### config.mk
export PLATFORM = sky130hd
export DESIGN_NAME = sdram_host_arb
export DESIGN_NICKNAME = d
export VERILOG_FILES = /design/src/rtl/sdram_arb_pkg.sv /design/src/rtl/sdram_arb_rr.sv /design/src/rtl/sdram_host_arb.sv
export SDC_FILE = /design/constraint.sdc
export NUM_CORES = 1
export LEC_CHECK = 0
export BUFFER_PORTS_ARGS = -buffer_cell sky130_fd_sc_hd__buf_2
export CAP_MARGIN = 20
export CORE_MARGIN = 3
export CORE_UTILIZATION = 46
export DETAILED_ROUTE_END_ITERATION = 10
export GPL_ROUTABILITY_DRIVEN = 0
export GPL_TIMING_DRIVEN = 0
export PLACE_DENSITY = 0.8
export SYNTH_ARGS = -nofsm -noshare
export SYNTH_HDL_FRONTEND = slang
export SYNTH_SLANG_ARGS = --single-unit
export TNS_END_PERCENT = 100
### constraint.sdc
create_clock -name clk -period 2.8 [get_ports clk]
set_clock_uncertainty 0.1 [all_clocks]
set_input_delay 0.28 -clock clk [delete_from_list [all_inputs] [get_ports clk]]
set_output_delay 0.28 -clock clk [all_outputs]
set_load 0.02 [all_outputs]
### src/rtl/sdram_arb_pkg.sv
// Shared constants, FSM state type and small helpers for the two-requester SDRAM host arbiter.
package sdram_arb_pkg;

  localparam int SDRAM_ADDR_W = 24;
  localparam int SDRAM_DATA_W = 16;
  localparam int WAIT_CNT_W   = 8;

  typedef enum logic [1:0] {
    ST_IDLE = 2'd0,
    ST_BUSY = 2'd1,
    ST_DONE = 2'd2
  } arb_state_e;

  function automatic logic [1:0] grant_onehot(input logic idx);
    if (idx) begin
      return 2'b10;
    end else begin
      return 2'b01;
    end
  endfunction

endpackage

### src/rtl/sdram_arb_rr.sv
// Two-way round-robin grant selection; purely combinational.
module sdram_arb_rr
  import sdram_arb_pkg::*;
(
  input  logic [1:0] req_i,
  input  logic       last_grant_i,
  output logic       grant_o,
  output logic       valid_o
);

  // A lone requester wins; under contention the one not served last wins.
  always_comb begin
    grant_o = 1'b0;
    valid_o = 1'b0;
    case (req_i)
      2'b01: begin
        grant_o = 1'b0;
        valid_o = 1'b1;
      end
      2'b10: begin
        grant_o = 1'b1;
        valid_o = 1'b1;
      end
      2'b11: begin
        grant_o = ~last_grant_i;
        valid_o = 1'b1;
      end
      default: begin
        grant_o = 1'b0;
        valid_o = 1'b0;
      end
    endcase
  end

endmodule

### src/rtl/sdram_host_arb.sv
// Arbitrates two host requesters onto one SDRAM controller command port,
// with a bounded wait for the controller's completion pulse.
module sdram_host_arb
  import sdram_arb_pkg::*;
#(
  parameter int ADDR_W  = SDRAM_ADDR_W,
  parameter int DATA_W  = SDRAM_DATA_W,
  parameter int TMO_CYC = 255
) (
  input  logic                clk,
  input  logic                reset_l,
  input  logic [1:0]          req_i,
  input  logic [1:0]          we_i,
  input  logic [2*ADDR_W-1:0] addr_i,
  input  logic [2*DATA_W-1:0] wdata_i,
  output logic [1:0]          ack_o,
  output logic                err_o,
  output logic [DATA_W-1:0]   rdata_o,
  output logic                host_rd_o,
  output logic                host_wr_o,
  output logic [ADDR_W-1:0]   host_addr_o,
  output logic [DATA_W-1:0]   host_data_o,
  input  logic [DATA_W-1:0]   host_data_i,
  input  logic                host_done_i
);

  localparam logic [WAIT_CNT_W-1:0] TMO_V = WAIT_CNT_W'(TMO_CYC);

  arb_state_e            state_q, state_d;
  logic                  last_q, last_d;
  logic                  gnt_q, gnt_d;
  logic [WAIT_CNT_W-1:0] cnt_q, cnt_d;
  logic                  rd_q, rd_d;
  logic                  wr_q, wr_d;
  logic [ADDR_W-1:0]     addr_q, addr_d;
  logic [DATA_W-1:0]     hdata_q, hdata_d;
  logic [DATA_W-1:0]     rdata_q, rdata_d;
  logic [1:0]            ack_q, ack_d;
  logic                  err_q, err_d;

  logic                  rr_gnt_s;
  logic                  rr_vld_s;
  logic                  sel_we_s;
  logic [ADDR_W-1:0]     sel_addr_s;
  logic [DATA_W-1:0]     sel_wdata_s;
  logic [WAIT_CNT_W-1:0] cnt_inc_s;
  logic                  tmo_s;

  sdram_arb_rr u_rr (
    .req_i        (req_i),
    .last_grant_i (last_q),
    .grant_o      (rr_gnt_s),
    .valid_o      (rr_vld_s)
  );

  // Route the winning requester's command fields toward the latch.
  always_comb begin
    if (rr_gnt_s) begin
      sel_we_s    = we_i[1];
      sel_addr_s  = addr_i[ADDR_W +: ADDR_W];
      sel_wdata_s = wdata_i[DATA_W +: DATA_W];
    end else begin
      sel_we_s    = we_i[0];
      sel_addr_s  = addr_i[0 +: ADDR_W];
      sel_wdata_s = wdata_i[0 +: DATA_W];
    end
  end

  // The counter holds completed BUSY cycles minus one, so the check uses the incremented value.
  assign cnt_inc_s = cnt_q + 8'd1;
  assign tmo_s     = (cnt_inc_s == TMO_V);

  // Next-state, command and completion logic.
  always_comb begin
    state_d = state_q;
    last_d  = last_q;
    gnt_d   = gnt_q;
    cnt_d   = cnt_q;
    rd_d    = rd_q;
    wr_d    = wr_q;
    addr_d  = addr_q;
    hdata_d = hdata_q;
    rdata_d = rdata_q;
    ack_d   = 2'b00;
    err_d   = 1'b0;
    case (state_q)
      ST_IDLE: begin
        if (rr_vld_s) begin
          state_d = ST_BUSY;
          gnt_d   = rr_gnt_s;
          last_d  = rr_gnt_s;
          cnt_d   = 8'd0;
          rd_d    = ~sel_we_s;
          wr_d    = sel_we_s;
          addr_d  = sel_addr_s;
          hdata_d = sel_wdata_s;
        end else begin
          state_d = ST_IDLE;
        end
      end
      ST_BUSY: begin
        if (host_done_i) begin
          state_d = ST_DONE;
          rd_d    = 1'b0;
          wr_d    = 1'b0;
          ack_d   = grant_onehot(gnt_q);
          if (rd_q) begin
            rdata_d = host_data_i;
          end else begin
            rdata_d = rdata_q;
          end
        end else if (tmo_s) begin
          state_d = ST_DONE;
          rd_d    = 1'b0;
          wr_d    = 1'b0;
          ack_d   = grant_onehot(gnt_q);
          err_d   = 1'b1;
        end else begin
          cnt_d   = cnt_inc_s;
        end
      end
      ST_DONE: begin
        state_d = ST_IDLE;
      end
      default: begin
        state_d = ST_IDLE;
        rd_d    = 1'b0;
        wr_d    = 1'b0;
      end
    endcase
  end

  // State and datapath registers with synchronous active-low reset.
  always_ff @(posedge clk) begin
    if (!reset_l) begin
      state_q <= ST_IDLE;
      last_q  <= 1'b1;
      gnt_q   <= 1'b0;
      cnt_q   <= 8'd0;
      rd_q    <= 1'b0;
      wr_q    <= 1'b0;
      addr_q  <= '0;
      hdata_q <= '0;
      rdata_q <= '0;
      ack_q   <= 2'b00;
      err_q   <= 1'b0;
    end else begin
      state_q <= state_d;
      last_q  <= last_d;
      gnt_q   <= gnt_d;
      cnt_q   <= cnt_d;
      rd_q    <= rd_d;
      wr_q    <= wr_d;
      addr_q  <= addr_d;
      hdata_q <= hdata_d;
      rdata_q <= rdata_d;
      ack_q   <= ack_d;
      err_q   <= err_d;
    end
  end

  assign ack_o       = ack_q;
  assign err_o       = err_q;
  assign rdata_o     = rdata_q;
  assign host_rd_o   = rd_q;
  assign host_wr_o   = wr_q;
  assign host_addr_o = addr_q;
  assign host_data_o = hdata_q;

endmodule

==> results.toml, run 1 <==
[grt]
grt_usage_pct = 20.9
grt_overflow = 0
grt_max_degree = 13
grt_pass1_vias = 3143
antenna_found_initial = 0
grt_pass1_wl_um = 14000

[worst_setup_path]
crit_end = "state_q[0]"
critPathKind = "register to register"
regToRegSetupSlack_ps = 370
cp.arrival_ps = 2570
r2r-end = "state_q[0]"
r2r_start = "cnt_q[0]"
cp_slowest_cell = "a2111oi_4"
cpPeakStageDelay_ps = 560
worst_setup_path_start_kind = "register"
crit_chain = "ha_1 -> nand3_1 -> or3_4 -> a2111oi_4 -> a21oi_2 -> and2_1"
r2r_cells = 6
endpoint_kind = "register"
cp.required_ps = 2950
worstSetupStartpoint = "cnt_q[0]"
cp_max_fo = 7

[hold_path]
hp-class = "primary input to register"

[clock_tree]
max-clock-path-buffers = 2
h-tree-depth = 3
cts-root-buf = "clkbuf_8"
post_cts_buffers = 0
clk_latency_ps = 340
cts_made_buffers = 9
clk_pin_slew_ps = 80
postCtsHoldBufs = 0
cts_tree = "built"
cts_resized = 0
cts_sinks = 73

[synth]
syn_inst = 350
async_flop_share_pct = 0
syn-num-nets = 455
syn_area_um2 = 3300
avgSynthCellArea_um2 = 9.42
yosys_warnings = 0
ys_ff_latch = 73
seq_area_frac_synth_pct = 44.3
netlist-cell-type-count = 40
synth-edff-count = 0
ys.flop_type = "dfxtp_1"

[timing]
setup_ws_ps = 372
worst_slew_pin_slew_ps = 501
hold_viol_final = 0
finalCriticalPeriod_ps = 2430
slew_violations = 0
setup_viol = 0
rsz0062_at_grt = "false"
fmax_mhz = 412
post-route-period-util_pct = 86.7
slew_headroom_pct = 66.4
tns_ps = 0

[power]
power_mw = 2.59
ir_worst_vdd_v = 0.000313
power.density_nw_per_um2 = 584
p_leak_nw = 2.35

[die]
core-area_um2 = 6870
io_pins = 164
fp-row-count = 30
start_util_pct = 48.0
die-area_um2 = 8220
fp.dieW_um = 90.7
fp.dieH_um = 90.7

[drt]
first_iter_violations = 101
postRouteAntennaNets = 0
routed-via-count = 3194
drc = 0
wire_per_inst_um = 13.8
dr.pass1.iters = 5
wirelength_um = 8570
vias_per_cell = 5.14

[layout]
final_cell_mix = "buf_2 (166), nand2_1 (83), dfxtp_1 (73)"
final_cell_area_um2 = 4440
final_net_count = 627
final_util_pct = 64.7
n_antenna_cell = 0
drive_above_1_share_pct = 35.0
area_growth_pct = 34.7
layout_commonest_cell = "buf_2"

[placement]
io_buffers = 161
dp_hpwl_um = 6670
place_area_um2 = 4220
pre_cts_ws_ps = 384

[flow_run]
max_cap_viol_count = 0

[status]
outcome = "finished, final reports clean"
## layout make-up
type	count	area [um2]
Clock buffer	11	141
Sequential cell	73	1460
Timing Repair Buffer	161	806
Buffer	28	111
Multi-Input combinational cell	248	1720
Inverter	1	3.75
Fill cell	598	2430
Clock inverter	4	76.3
Tap cell	96	120
## worst min-delay path by stage
stage,start,end,slack [ps],depth (start not counted)
after global placement,gnt_q,ack_o[0],340,1
after global routing,host_data_i[10],rdata_o[10],80,3
final,host_data_i[4],rdata_o[4],80,3
after CTS,host_data_i[9],rdata_o[9],60,3
after detailed placement,gnt_q,ack_o[0],340,1
after floorplan,gnt_q,ack_o[0],320,1
## through the flow
stage | hold WS (ps) | cells
floorplan | 317 | 350
global placement | 339 | 607
finish | 78.3 | 622
detailed placement | 342 | 607
global route | 77.0 | 622
CTS | 60.1 | 622
## layer usage
metal  up-vias  wire (um)  track usage (%)  part of all wire (%)
li1       1582          -                -                     -
met1      1456       3550             23.4                    41
met2       146       4020             36.4                    47
met3        10        858             7.42                    10
met4         0        128             7.91                   1.5
met5         -          0                0                     0
## where the power goes
group	internal [mW]	switching, mW
Clock	0.525	0.386
Combinational	0.220	0.303
Sequential	1.12	0.0439
Total	1.86	0.733
## state kept, by name (all words and copies together) (netlist names)
| register | flops |
|---|---|
| err_o | 1 |
| host_wr_o | 1 |
| state_q | 2 |
| host_addr_o | 24 |
| gnt_q | 1 |
| cnt_q | 8 |
| ack_o | 2 |
| last_q | 1 |
| host_data_o | 16 |
| rdata_o | 16 |
| host_rd_o | 1 |
## kinds of logic after synthesis
| logic type | after synthesis | share of synthesized area [%] |
|---|---|---|
| multiplexers | 43 | 13.0 |
| flip-flops | 73 | 44.3 |
| XOR/XNOR | 2 | 0.531 |
| adder cells (fa/ha/maj) | 2 | 0.759 |
| AO/OA/AOI/OAI | 81 | 21.7 |
| buffers and inverters | 29 | 3.49 |
| AND/OR/NAND/NOR | 120 | 16.2 |
## synth_stat cells (3+ instances only)
library cell	number	area, um2
mux2i_1	43	430
nand2_1	83	312
a21boi_0	17	128
o211a_1	40	400
clkbuf_1	22	82.6
a21oi_1	3	15.0
dfxtp_1	73	1460
buf_2	5	25.0
o21ai_0	6	30.0
nor2b_1	3	18.8
o2bb2ai_1	4	35.0
nor3_1	3	15.0
nor3b_1	5	37.5
nor2_1	7	26.3
nand3_1	6	30.0
## critical path: cells and delay by family, from the launching register on
family	cells	cell delay [ps]
simple gates	3	780
compound gates	2	770
flops	1	410
fa+ha+maj	1	260
(Power assumes the default switching activity.)
==> run 2, diff against run 1 <==
Settings changed: CELL_PAD_IN_SITES_DETAIL_PLACEMENT set to 0, CELL_PAD_IN_SITES_GLOBAL_PLACEMENT set to 1, CORE_UTILIZATION 46 to 33, PLACE_DENSITY 0.8 to unset, PLACE_DENSITY_LB_ADDON set to 0.1, SYNTH_HIERARCHICAL set to 1.
==> run 2 against run 1 <==
Power shrank 6.8%. Register-to-register slack better by 180 ps. Critical path depth stayed put. Maximum frequency up 7.9%. Sequential cell count unchanged. Synthesized cell count did not move. Critical endpoint is now host_data_o[6]. Largest power group unchanged.
==> results.toml, run 2 <==
[layout]
final_net_count = 629
final_cells = 658
fillers = 1013
area_growth_pct = 34.6
layout_commonest_cell = "buf_2"
n_antenna_cell = 0
final_cell_mix = "buf_2 (163), nand2_1 (81), dfxtp_1 (73)"
drive_above_1_share_pct = 35.5
largest_register_ffs = 24

[placement]
io_buffers = 163
dp.cells = 642
dp_hpwl_um = 7010
pre_cts_ws_ps = 411

[worst_setup_path]
cpPeakStageDelay_ps = 600
regToRegSetupSlack_ps = 550
cp.arrival_ps = 2380
r2r_start = "last_q"
endpoint_kind = "register"
r2r-end = "host_data_o[6]"
cp.required_ps = 2930
crit_chain = "a21boi_1 -> clkbuf_1 -> buf_1 -> mux2i_1 -> nand2_1 -> o211a_1"
cp_max_fo = 10
cp_slowest_cell = "buf_1"
worst_setup_path_start_kind = "register"
critPathKind = "register to register"
r2r_cells = 6

[synth]
avgSynthCellArea_um2 = 9.48
ys_ff_latch = 73
async_flop_share_pct = 0
synth_common_cells = "nand2_1 (81), dfxtp_1 (73), mux2i_1 (41), o211a_1 (40), clkbuf_1 (19)"
syn-num-nets = 455
synth_most_common_cell = "nand2_1"
syn_area_um2 = 3320
ys.flop_type = "dfxtp_1"
syn_inst = 350
netlist-cell-type-count = 41
synth-edff-count = 0
synth_area_leaders = "dfxtp_1 (44%), mux2i_1 (12%), o211a_1 (12%)"
yosys.area.top_type_share_pct = 44.1
yosys_warnings = 6
seq_area_frac_synth_pct = 44.1
yosysTopAreaCell = "dfxtp_1"

[timing]
fmax_mhz = 445
worst_slew_pin_slew_ps = 705
post-route-period-util_pct = 80.3
slew_headroom_pct = 53.0
finalCriticalPeriod_ps = 2250
tns_ps = 0
setup_ws_ps = 550
slew_violations = 0
hold_viol_final = 0
rsz0062_at_grt = "false"
setup_viol = 0

[drt]
wirelength_um = 8970
drc = 0
routed-via-count = 3073
dr.pass1.iters = 4
postRouteAntennaNets = 0
vias_per_cell = 4.67
wire_per_inst_um = 13.6
first_iter_violations = 66

[clock_tree]
cts_resized = 0
postCtsHoldBufs = 0
cts_tree = "built"
cts-root-buf = "clkbuf_8"
post_cts_buffers = 0
h-tree-depth = 3
max-clock-path-buffers = 2
cts_sinks = 73
clk_pin_slew_ps = 80
clk_latency_ps = 340
cts_made_buffers = 9

[flow_run]
max_cap_viol_count = 0

[grt]
grt_usage_pct = 16.2
grt_overflow = 0
antenna_found_initial = 0
grt_pass1_vias = 3132
grt_pass1_wl_um = 14900
grt_max_degree = 14

[hold_path]
min_to = "rdata_o[1]"
hold_start = "host_data_i[1]"
min_path_cells = 3
hp-class = "primary input to register"

[die]
fp-row-count = 35
io_pins = 164
core-area_um2 = 9500
start_util_pct = 34.9
die-area_um2 = 11300
fp.dieH_um = 106
fp.dieW_um = 106

[power]
ir_worst_vdd_v = 0.000241
power.density_nw_per_um2 = 541
p_leak_nw = 2.37

[status]
outcome = "finished, final reports clean"
[run 2: logic make-up after synthesis]
family                   count (synthesis)  share of synthesized area [%]
AO/OA/AOI/OAI                           83                           22.7
adder cells (fa/ha/maj)                  2                          0.754
buffers and inverters                   27                           3.06
flip-flops                              73                           44.1
multiplexers                            42                           12.7
AND/OR/NAND/NOR                        123                           16.7
[run 2: how the worst max path moves through the flow]
stage | cells past startpoint | slack [ps] | end | startpoint
finish | 6 | 550 | host_data_o[6] | last_q
global route | 6 | 320 | host_data_o[7] | last_q
CTS | 6 | 470 | host_data_o[3] | last_q
detailed placement | 7 | 410 | host_data_o[3] | req_i[1]
global placement | 7 | 410 | host_data_o[7] | req_i[1]
floorplan | 7 | 770 | cnt_q[7] | cnt_q[0]
[run 2: worst max-delay path: cells and delay by family (launching register included)]
kind | cells | cell delay [ps]
flops | 1 | 320
compound gates | 2 | 270
mux | 1 | 320
simple gates | 1 | 80
buf+inv | 2 | 1040
[run 2: cell type report]
type | instances | area [um2] | share of cell area, %
sequential | 73 | 1460 | 32.7
tap | 129 | 161 | 3.61
inverter | 3 | 11.3 | 0.252
timing repair buffer | 163 | 816 | 18.3
clock buffer | 10 | 128 | 2.86
clock inverter | 6 | 43.8 | 0.981
buffer | 24 | 90.1 | 2.02
multi-input combinational | 250 | 1750 | 39.3
[run 2: metrics by stage]
step / hold slack (ps) / total power, mW / utilization [%] / cell area (um2)
after floorplan: 313 / 1.51 / - / 3320
after global placement: 341 / 1.72 / 45.2 / 4290
after detailed placement: 348 / 1.72 / 45.2 / 4290
after CTS: 63.1 / 2.46 / 47.0 / 4470
after global routing: 71.1 / 2.57 / 47.0 / 4470
final: 83.3 / 2.42 / 47.0 / 4470
[run 2: per-layer routing]
layer	global-route usage [%]	vias up	part of all wire (%)
met1	20.2	1375	45
met5	0	-	0
met4	3.89	0	0.81
met2	26.9	106	47
li1	-	1587	-
met3	5.46	5	7.5
[run 2: power by group]
group	internal (mW)	total [mW]	switching (mW)
clock network	0.323	0.726	0.403
logic	0.224	0.532	0.308
registers	1.12	1.16	0.0416
==> run 3, diff against run 2 <==
Settings changed: CORE_UTILIZATION 33 to 30.
Clock period 2.8 ns to 2 ns, I/O delays scaled along.
==> run 3 against run 2 <==
The run now ends with setup timing left. Sequential power up 40%. Count of clock-buffer cells in the layout down 1. Largest power group unchanged. Critical endpoint is now cnt_q[7]. Maximum frequency up 12%. Combinational power up 48%.
==> results.toml, run 3 (synthesis results as in run 2) <==
[power]
sw_frac_of_total_pct = 29.6
p_switching_mw = 1.10
pwr-share-clk_pct = 35.0
ir_worst_vdd_v = 0.000341
intPower_mw = 2.61
p_leak_nw = 2.60
combPwrFrac_pct = 21.2
power.density_nw_per_um2 = 760
p_seq_share_pct = 43.8
power_mw = 3.71

[worst_setup_path]
r2r-end = "cnt_q[7]"
cp.required_ps = 2140
regToRegSetupSlack_ps = -1
critPathKind = "register to register"
cp_max_fo = 4
cp.arrival_ps = 2140
worst_setup_path_start_kind = "register"
endpoint_kind = "register"
r2r_cells = 6
r2r_start = "cnt_q[1]"

[drt]
wirelength_um = 9960
routed-via-count = 3209
postRouteAntennaNets = 0
wire_per_inst_um = 14.3
dr.pass1.iters = 4
vias_per_cell = 4.62
drc = 0
first_iter_violations = 87

[die]
io_pins = 164
die-area_um2 = 12400
start_util_pct = 31.4
fp.dieH_um = 111
fp.dieW_um = 111
core-area_um2 = 10600
fp-row-count = 37

[clock_tree]
clk_latency_ps = 360
cts_tree = "built"
h-tree-depth = 3
cts-root-buf = "clkbuf_8"
cts_sinks = 73
max-clock-path-buffers = 2
cts_made_buffers = 9
clk_pin_slew_ps = 80

[layout]
drive_above_1_share_pct = 41.3
final_cell_mix = "buf_2 (168), nand2_1 (81), dfxtp_1 (67)"
area_growth_pct = 47.1
final_cells = 695
layout_commonest_cell = "buf_2"
fillers = 1076
n_antenna_cell = 0
final_util_pct = 46.2
seqCellArea_um2 = 1470
multi_input_area_um2 = 1810
largest_register_ffs = 24
final_net_count = 659

[timing]
slew_violations = 0
timing.hold.ws_ps = 8.83
slew_headroom_pct = 67.7
rsz0062_at_grt = "true"
post-route-period-util_pct = 100
tns_ps = -1.07
finalCriticalPeriod_ps = 2000
fmax_mhz = 500
worst_slew_pin_slew_ps = 484
hold_viol_final = 0
setup_viol = 1
setup_ws_ps = -1.07

[hold_path]
hp-class = "primary input to register"
min_path_cells = 3
hold_start = "host_data_i[2]"
min_to = "rdata_o[2]"

[placement]
io_buffers = 163
dp.cells = 649
dp_hpwl_um = 7400

[grt]
grt_overflow = 0
grt_usage_pct = 16.2
antenna_found_initial = 0
grt_pass1_wl_um = 16300
grt_pass1_vias = 3345
grt_max_degree = 14

[flow_run]
max_cap_viol_count = 0

[status]
failed_checks = "setup timing"
outcome = "complete, but fails checks"
==> run 3: changes by cell type in the layout (fill, tap and decap cells not counted), sizes merged <==
cell	delta
clkinvlp	-2
clkbuf	-2
buf	+16
bufinv	+2
clkinv	+1
dlygate4sd3	+15
==> run 3: power by group through the flow <==
stage	Sequential, mW	Combinational [mW]	Clock (mW)
floorplan	1.78	0.327	0
global placement	1.65	0.759	0
detailed placement	1.66	0.761	0
CTS	1.62	0.795	1.34
global route	1.64	0.865	1.42
finish	1.62	0.785	1.30
==> run 3: cell type report <==
type,count,area share [%]
clock inverter,7,1.92
inverter,3,0.231
tap,136,3.49
timing repair buffer,194,22.4
multi-input combinational,250,37.1
buffer,23,2.05
sequential,73,30.2
clock buffer,9,2.54
==> run 3: critical path, stage by stage, from the launching register on <==
cell and delay (ps):
dfxtp_4 370, and2_4 170, and4bb_2 240, a311oi_4 320, nor3_4 100, o211a_4 260, a221o_1 320
==> run 3: what timing repair did <==
| item | 4_1_cts | 5_1_grt |
|---|---|---|
| hold endpoints to repair | 15 | 0 |
| hold buffers | 15 | 0 |
| endpoints found under the setup margin | 48 | 61 |
| pin swaps | 6 | 5 |
| buffers inserted | 10 | 6 |
| gates resized for setup | 11 | 26 |
==> run 3: layer usage <==
metal,up-vias,GRT usage (%),wire (um)
met5,-,0,0
met4,0,6.65,191
met3,13,5.40,734
met2,108,27.0,4800
met1,1446,19.1,4230
li1,1642,-,-
==> run 3: worst max-delay path by stage <==
stage / start / to / depth (start not counted)
2_1_floorplan: cnt_q[1] / cnt_q[7] / 6
3_3_place_gp: req_i[1] / host_data_o[0] / 7
3_5_place_dp: req_i[1] / host_data_o[0] / 7
4_1_cts: cnt_q[1] / cnt_q[7] / 6
5_1_grt: cnt_q[1] / cnt_q[7] / 6
6_report: cnt_q[1] / cnt_q[7] / 6
==> run 3: metrics by stage <==
stage	worst slack, ps	instance area [um2]
global route	-56.9	4880
CTS	-1.23	4800
detailed placement	-281	4320
floorplan	20.1	3330
finish	-1.07	4880
global placement	-251	4320
